--- config.mk ---
export PLATFORM = sky130hd
export DESIGN_NAME = window_accum
export DESIGN_NICKNAME = d
export VERILOG_FILES = /design/src/rtl/window_accum.sv
export SDC_FILE = /design/constraint.sdc
export NUM_CORES = 1
export LEC_CHECK = 0
export CORE_MARGIN = 2
export CORE_UTILIZATION = 56
export CTS_CLUSTER_DIAMETER = 50
export DETAILED_ROUTE_END_ITERATION = 6
export PLACE_DENSITY = 0.76
export SKIP_CTS_REPAIR_TIMING = 1
export SYNTH_ARGS = -nofsm -noshare
export SYNTH_HDL_FRONTEND = slang
export SYNTH_SLANG_ARGS = --single-unit
--- constraint.sdc ---
create_clock -name clk -period 5.5 [get_ports clk]
set_input_delay 0.55 -clock clk [delete_from_list [all_inputs] [get_ports clk]]
set_output_delay 0.55 -clock clk [all_outputs]
set_load 0.01 [all_outputs]
--- src/rtl/window_accum.sv ---
// Multi-channel sliding-window accumulator with a valid/ready stream on both sides.
// Optional build macro WINDOW_ACCUM_AVG_EN turns the window sum into a rounded average.
module window_accum #(
    parameter  int DATA_WIDTH = 12,
    parameter  int POOL_SIZE  = 10,
    parameter  int STRIDE     = 1,
    parameter  int CHANNELS   = 4,
    localparam int ACC_WIDTH  = DATA_WIDTH + $clog2(POOL_SIZE)
) (
    input  logic                           clk,
    input  logic                           rst,
    input  logic                           flush,
    output logic                           in_ready,
    input  logic                           in_valid,
    input  logic [CHANNELS*DATA_WIDTH-1:0] in_data,
    input  logic                           out_ready,
    output logic                           out_valid,
    output logic [CHANNELS*ACC_WIDTH-1:0]  out_data
);

    localparam int LOG2_POOL = $clog2(POOL_SIZE);
    localparam int PTR_W     = LOG2_POOL;
    localparam int CNT_W     = $clog2(POOL_SIZE + 1);
    localparam int STR_W     = $clog2(STRIDE + 1);

    localparam logic [PTR_W-1:0] LAST_PTR    = PTR_W'(POOL_SIZE - 1);
    localparam logic [CNT_W-1:0] FULL_CNT    = CNT_W'(POOL_SIZE);
    localparam logic [CNT_W-1:0] FILL_LAST   = CNT_W'(POOL_SIZE - 1);
    localparam logic [STR_W-1:0] LAST_STRIDE = STR_W'(STRIDE - 1);

    if (POOL_SIZE < 2 || POOL_SIZE > 256) begin : g_bad_pool
        $error("window_accum: POOL_SIZE must be within 2..256");
    end
    if (STRIDE < 1 || STRIDE > POOL_SIZE) begin : g_bad_stride
        $error("window_accum: STRIDE must be within 1..POOL_SIZE");
    end
    if (CHANNELS < 1 || CHANNELS > 16) begin : g_bad_channels
        $error("window_accum: CHANNELS must be within 1..16");
    end

`ifdef WINDOW_ACCUM_AVG_EN
    if ((1 << LOG2_POOL) != POOL_SIZE) begin : g_bad_avg_pool
        $error("window_accum: averaging needs POOL_SIZE to be a power of two");
    end
    localparam logic signed [ACC_WIDTH:0] ROUND_BIAS = (ACC_WIDTH + 1)'(1) << (LOG2_POOL - 1);
`endif

    logic             r_out_valid;
    logic [PTR_W-1:0] r_ptr;
    logic [CNT_W-1:0] r_fill;
    logic [STR_W-1:0] r_stride;
    logic             w_accept;
    logic             w_push;
    logic             w_full;
    logic             w_emit;

    assign in_ready  = out_ready | ~r_out_valid;
    assign out_valid = r_out_valid;
    assign w_accept  = in_valid & in_ready;
    // A beat accepted together with flush is swallowed: it neither enters the window nor emits.
    assign w_push    = w_accept & ~flush;
    assign w_full    = (r_fill == FULL_CNT);
    assign w_emit    = w_push & ((r_fill == FILL_LAST) | (w_full & (r_stride == LAST_STRIDE)));

    always_ff @(posedge clk) begin
        if (rst) begin
            r_ptr       <= '0;
            r_fill      <= '0;
            r_stride    <= '0;
            r_out_valid <= 1'b0;
        end else begin
            if (flush) begin
                r_ptr    <= '0;
                r_fill   <= '0;
                r_stride <= '0;
            end else if (w_accept) begin
                r_ptr <= (r_ptr == LAST_PTR) ? '0 : r_ptr + 1'b1;
                if (!w_full) begin
                    r_fill <= r_fill + 1'b1;
                end
                // Stride counting starts only once the window is full.
                if (w_emit) begin
                    r_stride <= '0;
                end else if (w_full) begin
                    r_stride <= r_stride + 1'b1;
                end
            end
            if (w_emit) begin
                r_out_valid <= 1'b1;
            end else if (out_ready) begin
                r_out_valid <= 1'b0;
            end
        end
    end

    genvar gi;
    for (gi = 0; gi < CHANNELS; gi++) begin : g_lane
        logic        [DATA_WIDTH-1:0] r_win [POOL_SIZE];
        logic signed [ACC_WIDTH-1:0]  r_sum;
        logic signed [ACC_WIDTH-1:0]  r_out;
        logic        [DATA_WIDTH-1:0] w_sample;
        logic        [DATA_WIDTH-1:0] w_oldest;
        logic signed [ACC_WIDTH-1:0]  w_new;
        logic signed [ACC_WIDTH-1:0]  w_old;
        logic signed [ACC_WIDTH-1:0]  w_sum_next;
        logic signed [ACC_WIDTH-1:0]  w_out_val;

        assign w_sample = in_data[gi*DATA_WIDTH +: DATA_WIDTH];
        // The slot about to be overwritten holds the oldest sample, or zero while filling.
        assign w_oldest = r_win[r_ptr];
        assign w_new    = {{(ACC_WIDTH - DATA_WIDTH){w_sample[DATA_WIDTH-1]}}, w_sample};
        assign w_old    = {{(ACC_WIDTH - DATA_WIDTH){w_oldest[DATA_WIDTH-1]}}, w_oldest};
        assign w_sum_next = r_sum + w_new - w_old;

`ifdef WINDOW_ACCUM_AVG_EN
        logic signed [ACC_WIDTH:0] w_round;
        assign w_round   = {w_sum_next[ACC_WIDTH-1], w_sum_next} + ROUND_BIAS;
        assign w_out_val = ACC_WIDTH'(w_round >>> LOG2_POOL);
`else
        assign w_out_val = w_sum_next;
`endif

        always_ff @(posedge clk) begin
            if (rst || flush) begin
                for (int i = 0; i < POOL_SIZE; i++) begin
                    r_win[i] <= '0;
                end
                r_sum <= '0;
            end else if (w_accept) begin
                r_win[r_ptr] <= w_sample;
                r_sum        <= w_sum_next;
            end
        end

        always_ff @(posedge clk) begin
            if (rst) begin
                r_out <= '0;
            end else if (w_emit) begin
                r_out <= w_out_val;
            end
        end

        assign out_data[gi*ACC_WIDTH +: ACC_WIDTH] = r_out;
    end

endmodule

==> results of run 1 <==
## flip-flops by register name, indices dropped and copies added, names as in the netlist, named ones only
signal / count
g_lane.r_out: 64
g_lane.r_win: 768
g_lane.r_sum: 64
out_valid: 1
r_stride: 1
r_ptr: 4
r_fill: 4
## through the flow
| stage | setup slack [ps] | setup TNS (ps) | util (%) |
|---|---|---|---|
| after floorplan | -0.792 | -75.7 | - |
| final | 743 | 0 | 64.2 |
| after CTS | 755 | 0 | 64.2 |
| after global routing | 568 | 0 | 64.2 |
| after global placement | 955 | 0 | 59.8 |
| after detailed placement | 826 | 0 | 59.8 |
## synthesized netlist by cell type (12+ instances only)
cell type	count
a211oi_1	33
a21oi_1	136
and2_1	17
and3_1	104
buf_1	14
buf_2	37
clkbuf_1	133
dfxtp_1	142
edfxtp_1	768
fa_1	60
ha_1	71
inv_1	278
mux4_2	240
nand2_1	241
nand3_1	18
nor2_1	173
nor3_1	118
nor3_2	73
nor4_1	44
o21a_1	12
o21ai_0	45
o21ai_1	14
xnor2_1	37
xor2_1	19
## cell families after synthesis
logic type | count (synthesis)
AOI/OAI and AO/OA | 298
muxes | 244
buffers and inverters | 480
xor gates and xnor gates | 56
DFF | 910
adders and majority gates | 131
and+or+nand+nor | 845
## area by class of cell
class,count,area (µm²)
well taps,969,1210
clock buffers,132,2730
clock inverters,48,537
multi-input cells,1574,14400
fillers,5086,26600
diodes,2,5.00
flip-flops and latches,910,25900
repair buffers,196,1910
inverters,282,1060
## worst reg2reg max path: stages (launching register included)
cell	delay, ps
dfxtp_4	390
buf_12	270
buf_12	320
mux4_2	550
mux4_2	470
ha_1	290
inv_1	60
ha_1	190
inv_1	80
fa_1	460
nor2b_1	170
o31a_1	190
o22ai_1	130
o21ai_1	240
a31oi_1	230
or4_1	490
o311ai_1	120
## routing by layer
layer | GRT usage, % | routed length, µm | vias up
met3 | 9.39 | 18000 | 356
met1 | 41.5 | 41800 | 13600
li1 | - | - | 11200
met2 | 49.8 | 56200 | 2174
met4 | 12.5 | 4840 | 0
met5 | 0 | 0 | -
## power by group
group	leakage (nW)	internal [mW]	switching, mW
registers	9.46	7.67	0.0880
clock network	1.59	3.92	2.74
logic	6.67	0.978	1.69
## path summary, 6_finish.rpt
| kind | end | slack, ps | cells past startpoint |
|---|---|---|---|
| max | g_lane[2].r_sum[14]$_SDFFE_PP0P_ | 740 | 16 |
| min | out_valid$_SDFFE_PP0P_ | 130 | 2 |
| max reg2reg | g_lane[2].r_sum[14]$_SDFFE_PP0P_ | 740 | 16 |
| min reg2reg | g_lane[1].r_out[9]$_SDFFE_PP0P_ | 460 | 2 |
==> run_results.csv, run 1 <==
group,metric,value,unit
die,die_area,77400,µm²
grt,grt_use_total,31.6,%
grt,grt_pass1_wl,179000,µm
timing,finalHoldViolCount,0,
cells_and_area,final_common_cell,"edfxtp_1",
critical_path,max_stage_delay,540,ps
cts,cts_max_level,3,
yosys,yosys-top-cells-area,"edfxtp_1 55%, mux4_2 13%, dfxtp_1 6.8%",
detailed_routing,postRouteAntennaNets,0,
timing,timing_worst_slew_pin_value,1120,ps
placement,dp_hpwl,71100,µm
yosys,syn_area_per_cell,14.2,µm²
detailed_routing,via_per_inst,6.63,
yosys,yosysWarnings,0,
yosys,syn_nets,3148,
critical_path,crit_family,"multiplexers",
critical_path,cp.buffers_inverters,4,
cells_and_area,final_cell_mix,"768 x edfxtp_1, 278 x inv_1, 240 x mux4_2",
cells_and_area,syn2layout_area_growth,13.6,%
cts,cts_root_buffer,"clkbuf_16",
cts,cts_tree,"yes",
timing,fmax,210,MHz
detailed_routing,vias,27300,
cts,cts_sinks,910,
hold_path,hold_start,"rst",
timing,grt_setup_unrepaired,"false",
yosys,synth_fa_ha_area_share,4.96,%
yosys,synth_simple_gate_area_share,10.5,%
detailed_routing,routed_wl,121000,µm
yosys,synth_top_area_cell,"edfxtp_1",
yosys,synth_edf_count,768,
critical_path,worst-path-max-fanout,32,
critical_path,slowest_stage,"mux4_2",
critical_path,worstSetupPathType,"flop to flop",
placement,dp_cells,3931,
timing,relSlewSlack,25.3,%
yosys,synth-xor-area-share,1.17,%
placement,gp_congestion,0.897,
grt,grt_max_degree,72,
power,ir_drop,0.236,mV
yosys,synth_top_area_share,54.8,%
timing,drv_slew,0,
die,io_pins,119,
yosys,synth_top_family_by_area,"multiplexers",
cts,max-clock-path-buffers,3,
hold_path,hp-class,"input port to flop",
yosys,synth-seq-cells,910,
die,die_y,278,µm
critical_path,critPathArrivalTime,5300,ps
critical_path,crit_path_end_kind,"flop",
detailed_routing,drtIter0Drc,3358,
power,total_power,17.1,mW
status,status,"completed",
run,max_cap_violations,0,
power,power_density,358,nW/µm²
timing,min_period,4760,ps
timing,timing.hold.ws,128,ps
power,cellLeakagePower,17.7,nW
die,initial_core_util,56.5,%
yosys,ys_types,66,
die,placementRows,100,
timing,timing.final.crit_share,86.5,%
critical_path,startpoint_type,"flop",
yosys,ys.flop_type,"edfxtp_1",
yosys,synthesis.area,42100,µm²
detailed_routing,first_pass_iters,6,
cells_and_area,nets,3245,
grt,grt_pass1_vias,27800,
cells_and_area,drive_above_1_share,19.0,%
yosys,syn-instance-count,2964,
critical_path,cp.required,6040,ps
cts,numCtsBuffers,97,
critical_path,cp_cell_sequence,"buf_12, buf_12, mux4_2, mux4_2, ha_1, inv_1, ha_1, inv_1, fa_1, nor2b_1, o31a_1, o22ai_1, o21ai_1, a31oi_1, or4_1, o311ai_1",
grt,grt.overflow.total,0,
detailed_routing,post-route-drc-count,0,
cts,clk_pin_slew_worst_paths,60,ps
die,fp.coreArea,74400,µm²
detailed_routing,wire_per_inst,29.4,µm
yosys,synth_compound_area_share,4.33,%
yosys,postSynth.asyncResetShare,0,%
yosys,synth_mux_area_share,12.9,%
die,chipWidth,278,µm
timing,skew,29.7,ps
grt,antenna_found_initial,2,
placement,io_buffers,118,
cts,clkLatencyLatePin,660,ps
timing,setup_violations,0,
cells_and_area,final_design_area_no_fill,47800,µm²
yosys,synth_seq_area_share,61.5,%
cells_and_area,stdcell_count,4113,
placement,placed_cell_area,44600,µm²
(Power assumes the default switching activity.)
==> run 2, diff against run 1 <==
--- a/config.mk
+++ b/config.mk
@@ -11,6 +11,7 @@
 export DETAILED_ROUTE_END_ITERATION = 6
 export PLACE_DENSITY = 0.76
 export SKIP_CTS_REPAIR_TIMING = 1
+export SKIP_LAST_GASP = 1
 export SYNTH_ARGS = -nofsm -noshare
 export SYNTH_HDL_FRONTEND = slang
 export SYNTH_SLANG_ARGS = --single-unit
==> results of run 2 <==
Same layout as run 1: the final DEF is identical, and so are final timing and power.
